**src/rtl/apb_master.sv**
```systemverilog
`default_nettype none
// ============================================================================
// Module   : apb_master
// Purpose  : Single-command APB master serving two slaves. A command is
//            accepted in IDLE, decoded on addr[7:6] (00 -> slave 1,
//            01 -> slave 2, 1x -> decode error), and run as a SETUP/ACCESS
//            bus cycle. A wait-state counter aborts the transfer after
//            TIMEOUT ACCESS cycles without PREADY. Each command ends in a
//            single-cycle rsp_valid pulse carrying read data and an error flag.
// Ports    : PCLK, PRESET              clock, async active-high reset
//            cmd_valid/ready/write/addr/wdata   command handshake
//            rsp_valid/rdata/err       one-cycle completion pulse
//            PSEL1, PSEL2, PENABLE, PWRITE, PADDR, PWDATA   APB request
//            PRDATA1/2, PREADY1/2      APB completion from each slave
// Revision : 1.0  initial release
// ============================================================================
module apb_master #(
  parameter int TIMEOUT = 16
) (
  input  logic       PCLK,
  input  logic       PRESET,
  input  logic       cmd_valid,
  output logic       cmd_ready,
  input  logic       cmd_write,
  input  logic [7:0] cmd_addr,
  input  logic [7:0] cmd_wdata,
  output logic       rsp_valid,
  output logic [7:0] rsp_rdata,
  output logic       rsp_err,
  output logic       PSEL1,
  output logic       PSEL2,
  output logic       PENABLE,
  output logic       PWRITE,
  output logic [7:0] PADDR,
  output logic [7:0] PWDATA,
  input  logic [7:0] PRDATA1,
  input  logic [7:0] PRDATA2,
  input  logic       PREADY1,
  input  logic       PREADY2
);

  localparam logic [1:0] c_st_idle   = 2'd0;
  localparam logic [1:0] c_st_setup  = 2'd1;
  localparam logic [1:0] c_st_access = 2'd2;

  // Count value at which the next low-PREADY ACCESS cycle is the last allowed.
  localparam logic [7:0] c_tmo_last  = 8'(TIMEOUT - 1);

  logic [1:0] state_q, state_d;
  logic       rdy_q;      // low until the first edge after reset release
  logic       sel_q;      // 0 = slave 1, 1 = slave 2
  logic       pwrite_q;
  logic [7:0] paddr_q;
  logic [7:0] pwdata_q;
  logic [7:0] cnt_q;
  logic       rsp_valid_q;
  logic       rsp_err_q;
  logic [7:0] rsp_rdata_q;

  logic       w_accept;
  logic       w_dec_err;
  logic       w_ready_sel;
  logic [7:0] w_rdata_sel;
  logic       w_timeout;

  assign w_accept    = cmd_valid & cmd_ready;
  assign w_dec_err   = cmd_addr[7];
  // Only the selected slave's handshake is observed.
  assign w_ready_sel = sel_q ? PREADY2 : PREADY1;
  assign w_rdata_sel = sel_q ? PRDATA2 : PRDATA1;
  assign w_timeout   = ~w_ready_sel & (cnt_q == c_tmo_last);

  // --------------------------------------------------------------------------
  // State register
  // --------------------------------------------------------------------------
  always_ff @(posedge PCLK or posedge PRESET) begin
    if (PRESET) begin
      state_q <= c_st_idle;
    end else begin
      state_q <= state_d;
    end
  end

  // --------------------------------------------------------------------------
  // Next-state logic
  // --------------------------------------------------------------------------
  always_comb begin
    state_d = state_q;
    case (state_q)
      c_st_idle: begin
        // Decode errors complete without a bus cycle.
        if (w_accept && !w_dec_err) begin
          state_d = c_st_setup;
        end
      end
      c_st_setup: begin
        state_d = c_st_access;
      end
      c_st_access: begin
        if (w_ready_sel || w_timeout) begin
          state_d = c_st_idle;
        end
      end
      default: begin
        state_d = c_st_idle;
      end
    endcase
  end

  // --------------------------------------------------------------------------
  // Outputs. Bus strobes are decoded from the state register so that an
  // asynchronous reset drops them without waiting for a clock edge.
  // --------------------------------------------------------------------------
  always_comb begin
    cmd_ready = (state_q == c_st_idle) & rdy_q;
    PSEL1     = (state_q != c_st_idle) & ~sel_q;
    PSEL2     = (state_q != c_st_idle) &  sel_q;
    PENABLE   = (state_q == c_st_access);
    PWRITE    = pwrite_q;
    PADDR     = paddr_q;
    PWDATA    = pwdata_q;
    rsp_valid = rsp_valid_q;
    rsp_err   = rsp_err_q;
    rsp_rdata = rsp_rdata_q;
  end

  // --------------------------------------------------------------------------
  // Command capture, wait-state counter and response generation
  // --------------------------------------------------------------------------
  always_ff @(posedge PCLK or posedge PRESET) begin
    if (PRESET) begin
      rdy_q       <= 1'b0;
      sel_q       <= 1'b0;
      pwrite_q    <= 1'b0;
      paddr_q     <= 8'h00;
      pwdata_q    <= 8'h00;
      cnt_q       <= 8'h00;
      rsp_valid_q <= 1'b0;
      rsp_err_q   <= 1'b0;
      rsp_rdata_q <= 8'h00;
    end else begin
      rdy_q       <= 1'b1;
      rsp_valid_q <= 1'b0;
      rsp_err_q   <= 1'b0;
      rsp_rdata_q <= 8'h00;

      if (w_accept) begin
        if (w_dec_err) begin
          rsp_valid_q <= 1'b1;
          rsp_err_q   <= 1'b1;
        end else begin
          // Bus fields are only reloaded for a real transfer; they hold
          // their previous values across decode errors and idle periods.
          sel_q    <= cmd_addr[6];
          paddr_q  <= cmd_addr;
          pwrite_q <= cmd_write;
          pwdata_q <= cmd_write ? cmd_wdata : 8'h00;
          cnt_q    <= 8'h00;
        end
      end

      if (state_q == c_st_access) begin
        if (w_ready_sel) begin
          rsp_valid_q <= 1'b1;
          rsp_rdata_q <= pwrite_q ? 8'h00 : w_rdata_sel;
        end else if (w_timeout) begin
          rsp_valid_q <= 1'b1;
          rsp_err_q   <= 1'b1;
        end else begin
          cnt_q <= cnt_q + 8'd1;
        end
      end
    end
  end

endmodule
`default_nettype wire

```
**config.mk**
```make
export PLATFORM = sky130hd
export DESIGN_NAME = apb_master
export DESIGN_NICKNAME = d
export VERILOG_FILES = /design/src/rtl/apb_master.sv
export SDC_FILE = /design/constraint.sdc
export NUM_CORES = 1
export LEC_CHECK = 0
export CAP_MARGIN = 10
export CORE_UTILIZATION = 30
export DETAILED_ROUTE_END_ITERATION = 8
export GPL_TIMING_DRIVEN = 1
export SYNTH_ARGS = -nofsm -noshare
export SYNTH_HDL_FRONTEND = slang
export SYNTH_SLANG_ARGS = --single-unit
export TNS_END_PERCENT = 30
```
**constraint.sdc**
```tcl
create_clock -name PCLK -period 3.1 [get_ports PCLK]
set_input_delay 0.93 -clock PCLK [delete_from_list [all_inputs] [get_ports PCLK]]
set_output_delay 0.93 -clock PCLK [all_outputs]
set_load 0.01 [all_outputs]
```
# After elaboration in Yosys (flattened, before gate mapping)
# Cells that the tools add are included.
[word_totals]
ff_bits = 38
inputBits = 38
output_inout_bits = 31
[op_classes]
add_sub_neg = 1
n_eq_ne = 5
muxes = 21
bitwise = 8
reduce_logical = 7
[ops]
columns = ["operator", "n"]
rows = [
  ["2-to-1 mux 8 bit", 10],
  ["adder 8 x 1 -> 8 bit, second input constant", 1],
  ["== test 8 x 4 -> 1 bit, second input constant", 1],
  ["2-to-1 mux 1 bit", 8],
  ["one-hot mux 2 bit (3 select lines)", 1],
  ["bitwise AND 1 bit", 5],
  ["2-to-1 mux 2 bit", 2],
  ["AND reduction 2 bit", 2],
  ["NOT 1 bit", 3],
  ["== test 2 x 1 -> 1 bit, second input constant", 1],
  ["== test 2 bit, second input constant", 1],
  ["logical NOT 2 bit", 1],
  ["!= test 2 x 1 -> 1 bit, second input constant", 1],
  ["!= test 2 bit, second input constant", 1],
  ["nonzero test 2 bit", 1],
  ["logical AND 1 bit", 1],
  ["logical NOT 1 bit", 1],
  ["logical OR 1 bit", 1],
]

# Logic depth before layout (Yosys ltp)
[depth]
depth_word = 7
mapped_depth = 6
mapped_depth_nobuf = 4

# Worst setup path before layout
# Ideal clock, no wire load.
[synth_timing]
path_type = "input -> register"
start = "in cmd_valid"
end = "reg paddr_q[0], in the netlist PADDR[0]"
arrival_ns = 1.855
required_ns = 2.975
path_slack_ns = 1.120
cell_stages = 6
n_path_buf = 2
cell_sequence = "nand4bb_4 > or2_1 > buf_6 > inv_6 > buf_12 > mux2_4"
[synth_via]
elab_chain_cells = 2
[synth_lines]
columns = ["item", "line", "text"]
rows = [
  ["start, declared", "22", "input logic cmd_valid,"],
  ["bitwise AND 1 bit", "66", "assign w_accept = cmd_valid & cmd_ready;"],
  ["AND reduction 2 bit (no line)", "--", ""],
  ["end signal, assigned", "155", "paddr_q <= cmd_addr;"],
  ["end, declared", "53", "logic [7:0] paddr_q;"],
]
# No other way between the ends.
# A chain may end at the register's enable or synchronous reset.

# Worst setup path in the final report
[layout_timing]
start = "reg sel_q"
end = "out PSEL2"
[layout_via]
elab_chain_cells = 1
[layout_lines]
columns = ["item", "line", "text"]
rows = [
  ["start, declared", "51", "logic sel_q;"],
  ["start signal, assigned", "154", "sel_q <= cmd_addr[6];"],
  ["bitwise AND 1 bit", "117", "PSEL2 = (state_q != c_st_idle) & sel_q;"],
  ["end, declared", "31", "output logic PSEL2,"],
]
# No other way between the ends.

==> results.json <==
{
  "fillers": 543,
  "antenna_cells": 0,
  "htreeDepth": 2,
  "p_per_area_nw_per_um2": 524,
  "drt_wl_total_mm": 3.59,
  "post_drt_wl_per_cell_um": 12.4,
  "dr.pass1.iters": 4,
  "period_share_pct": 87.7,
  "vias": 1318,
  "antenna_left": 0,
  "die_area_um2": 6110,
  "grt_max_degree": 38,
  "start_util_pct": 31.4,
  "clk_latency_ns": 0.28,
  "crit_buf_inv": 1,
  "setup_viol": 0,
  "p_leak_uw": 0.00108,
  "critPathKind": "reg -> out",
  "layout.nets": 257,
  "synth_nets": 191,
  "io-pin-count": 69,
  "post_cts_resized": 0,
  "critPathMaxFanout": 14,
  "tns_ns": 0,
  "grt_setup_unrepaired": "no",
  "cts_tree": "done",
  "startpoint_type": "flip-flop",
  "critPathRequiredTime_ns": 2.17,
  "setup.worst_path.end_class": "output port",
  "p_sw_uw": 363,
  "post_cts_buffers": 0,
  "num_rows": 27,
  "place_ws_ns": 0.310,
  "clock_path_buffers": 2,
  "dp.cells": 283,
  "area_growth_pct": 45.1,
  "slew_headroom_pct": 56.9,
  "syn_inst": 152,
  "worst_slack_ns": 0.380,
  "synth_warnings": 0,
  "fin_cells": 290,
  "maxSlewViolCount": 0,
  "drcViolationCount": 0,
  "cts_root_buffer": "clkbuf_8",
  "place.gp.congestion": 0.739,
  "comb_power_share_pct": 28.0,
  "yosysTopAreaCellShare_pct": 53.2,
  "drtIter0Drc": 88,
  "grt-ovfl-total": 0,
  "cts.sinks": 37,
  "synth_most_common_cell": "dfrtp_1",
  "grt_pass1_vias": 1279,
  "synth_cell_types": 34,
  "cap_violations": 0,
  "irDropWorstVdd_uv": 270,
  "netlist_top_cells_count": "37 x dfrtp_1, 24 x o21ai_0, 15 x mux2i_1, 10 x nand2_1, 10 x nor2_1",
  "cts.hold.buffers_added": 0,
  "synth_edf_count": 0,
  "synthTopCellsByArea": "dfrtp_1 53%, mux2i_1 8.6%, o21ai_0 6.9%, mux2_4 6.9%, buf_4 2.2%",
  "layout-drive-gt1-share_pct": 9.63,
  "numCtsBuffers": 5,
  "die_width_um": 78.2,
  "antenna_found_initial": 0,
  "arrival_ns": 1.79,
  "hp-class": "reg -> reg",
  "die_h_um": 78.2,
  "ys_ff_latch": 37,
  "critPathTopFamily": "flip-flops",
  "yosys.area.top_type": "dfrtp_1",
  "synth_seq_area_share_pct": 53.2,
  "max_freq_mhz": 368,
  "avgViaCountPerCell": 4.54,
  "p_int_uw": 962,
  "syn-cell-area_um2": 1740,
  "power_frac_seq_pct": 46.9,
  "hold_viol": 0,
  "synthArstFlopShare_pct": 100,
  "clockPowerShare_pct": 25.1,
  "hold_depth": 1,
  "crit_cells": 2,
  "fin_hold_ws_ns": 0.503,
  "portBuffers": 67,
  "power.total_uw": 1330,
  "r2r_cells": 4,
  "synth_ff_type": "dfrtp_1",
  "period_minus_slack_ns": 2.72,
  "grt_pass1_wl_mm": 6.02,
  "cp_slowest_cell": "dfrtp_1",
  "core-area_um2": 5540,
  "cpPeakStageDelay_ns": 0.76,
  "skew_ns": 0.00566,
  "clkTransAtPathRegs_ns": 0.07,
  "status": "complete, no violations",
  "syn_avg_cell_area_um2": 11.5,
  "swShare_pct": 27.4,
  "tightest_slew_ns": 0.647,
  "grt_usage_pct": 12.7,
  "hpwlAfterDp_mm": 2.61,
  "worstPathCellList": "nor2b_1 -> clkdlybuf4s50_1"
}
[power by group through the flow]
stage | registers (uW) | clock network [uW] | logic, uW
floorplan | 625 | 0 | 192
global placement | 631 | 0 | 369
detailed placement | 631 | 0 | 373
CTS | 622 | 348 | 376
global route | 636 | 367 | 401
finish | 621 | 333 | 371
[layer usage]
metal / track usage, % / vias to the layer above / wire [um]
met5: 0 / - / 0
li1: - / 656 / -
met1: 16.6 / 615 / 1680
met4: 4.44 / 0 / 42
met3: 4.19 / 6 / 195
met2: 19.6 / 41 / 1680
[cells in the final DEF, fill, tap and decap left out, types with 3 or more instances in the layout]
master and instances:
o21ai_0 24, clkdlybuf4s50_1 67, nand4_1 3, dfrtp_1 37
clkbuf_8 6, inv_1 5, mux2i_1 15, and2_1 3
nand2_1 10, a211oi_1 4, mux2_4 8, nor2_1 10
[worst paths after layout]
path | from | to | slack, ns
max | sel_q$_DFFE_PP0P_ | PSEL2 | 0.38
min | cnt_q[7]$_DFF_PP0_ | cnt_q[7]$_DFF_PP0_ | 0.50
max reg2reg | state_q[0]$_DFFE_PP0P_ | PADDR[3]$_DFFE_PP0P_ | 1.25
min reg2reg | cnt_q[7]$_DFF_PP0_ | cnt_q[7]$_DFF_PP0_ | 0.50
max in group asynchronous | PRESET | cnt_q[4]$_DFF_PP0_ | 1.73
min in group asynchronous | PRESET | rsp_rdata[0]$_DFF_PP0_ | 1.05
[per-stage QoR]
stage               util, %  instance area, um2
floorplan                 -                1740
detailed placement     44.0                2440
global route           45.6                2530
finish                 45.6                2530
CTS                    45.6                2530
global placement       44.0                2440
[cell type report]
cell class / count / area (um2) / area share, %
repair buffers: 69 / 686 / 27.1
well taps: 72 / 90.1 / 3.56
clock inverters: 1 / 7.51 / 0.297
clock buffers: 6 / 82.6 / 3.27
inverters: 6 / 27.5 / 1.09
multi-input cells: 99 / 708 / 28.0
flip-flops and latches: 37 / 926 / 36.6
[sequential cells by signal, indices dropped and copies added, names as in the netlist]
| register | count |
|---|---|
| PADDR | 6 |
| PWDATA | 8 |
| PWRITE | 1 |
| cnt_q | 8 |
| rdy_q | 1 |
| rsp_err | 1 |
| rsp_rdata | 8 |
| rsp_valid | 1 |
| sel_q | 1 |
| state_q | 2 |
[logic make-up (layout without fill, tap and decap cells)]
| group | after synthesis | after routing | share of synthesized area [%] |
|---|---|---|---|
| muxes | 24 | 24 | 16.2 |
| AOI/OAI and AO/OA | 32 | 32 | 10.3 |
| adders and majority gates | 1 | 1 | 0.718 |
| and+or+nand+nor | 40 | 40 | 13.1 |
| buffers and inverters | 16 | 82 | 6.18 |
| other | 2 | 2 | 0.431 |
| DFF | 37 | 37 | 53.2 |
(Power assumes the default switching activity.)
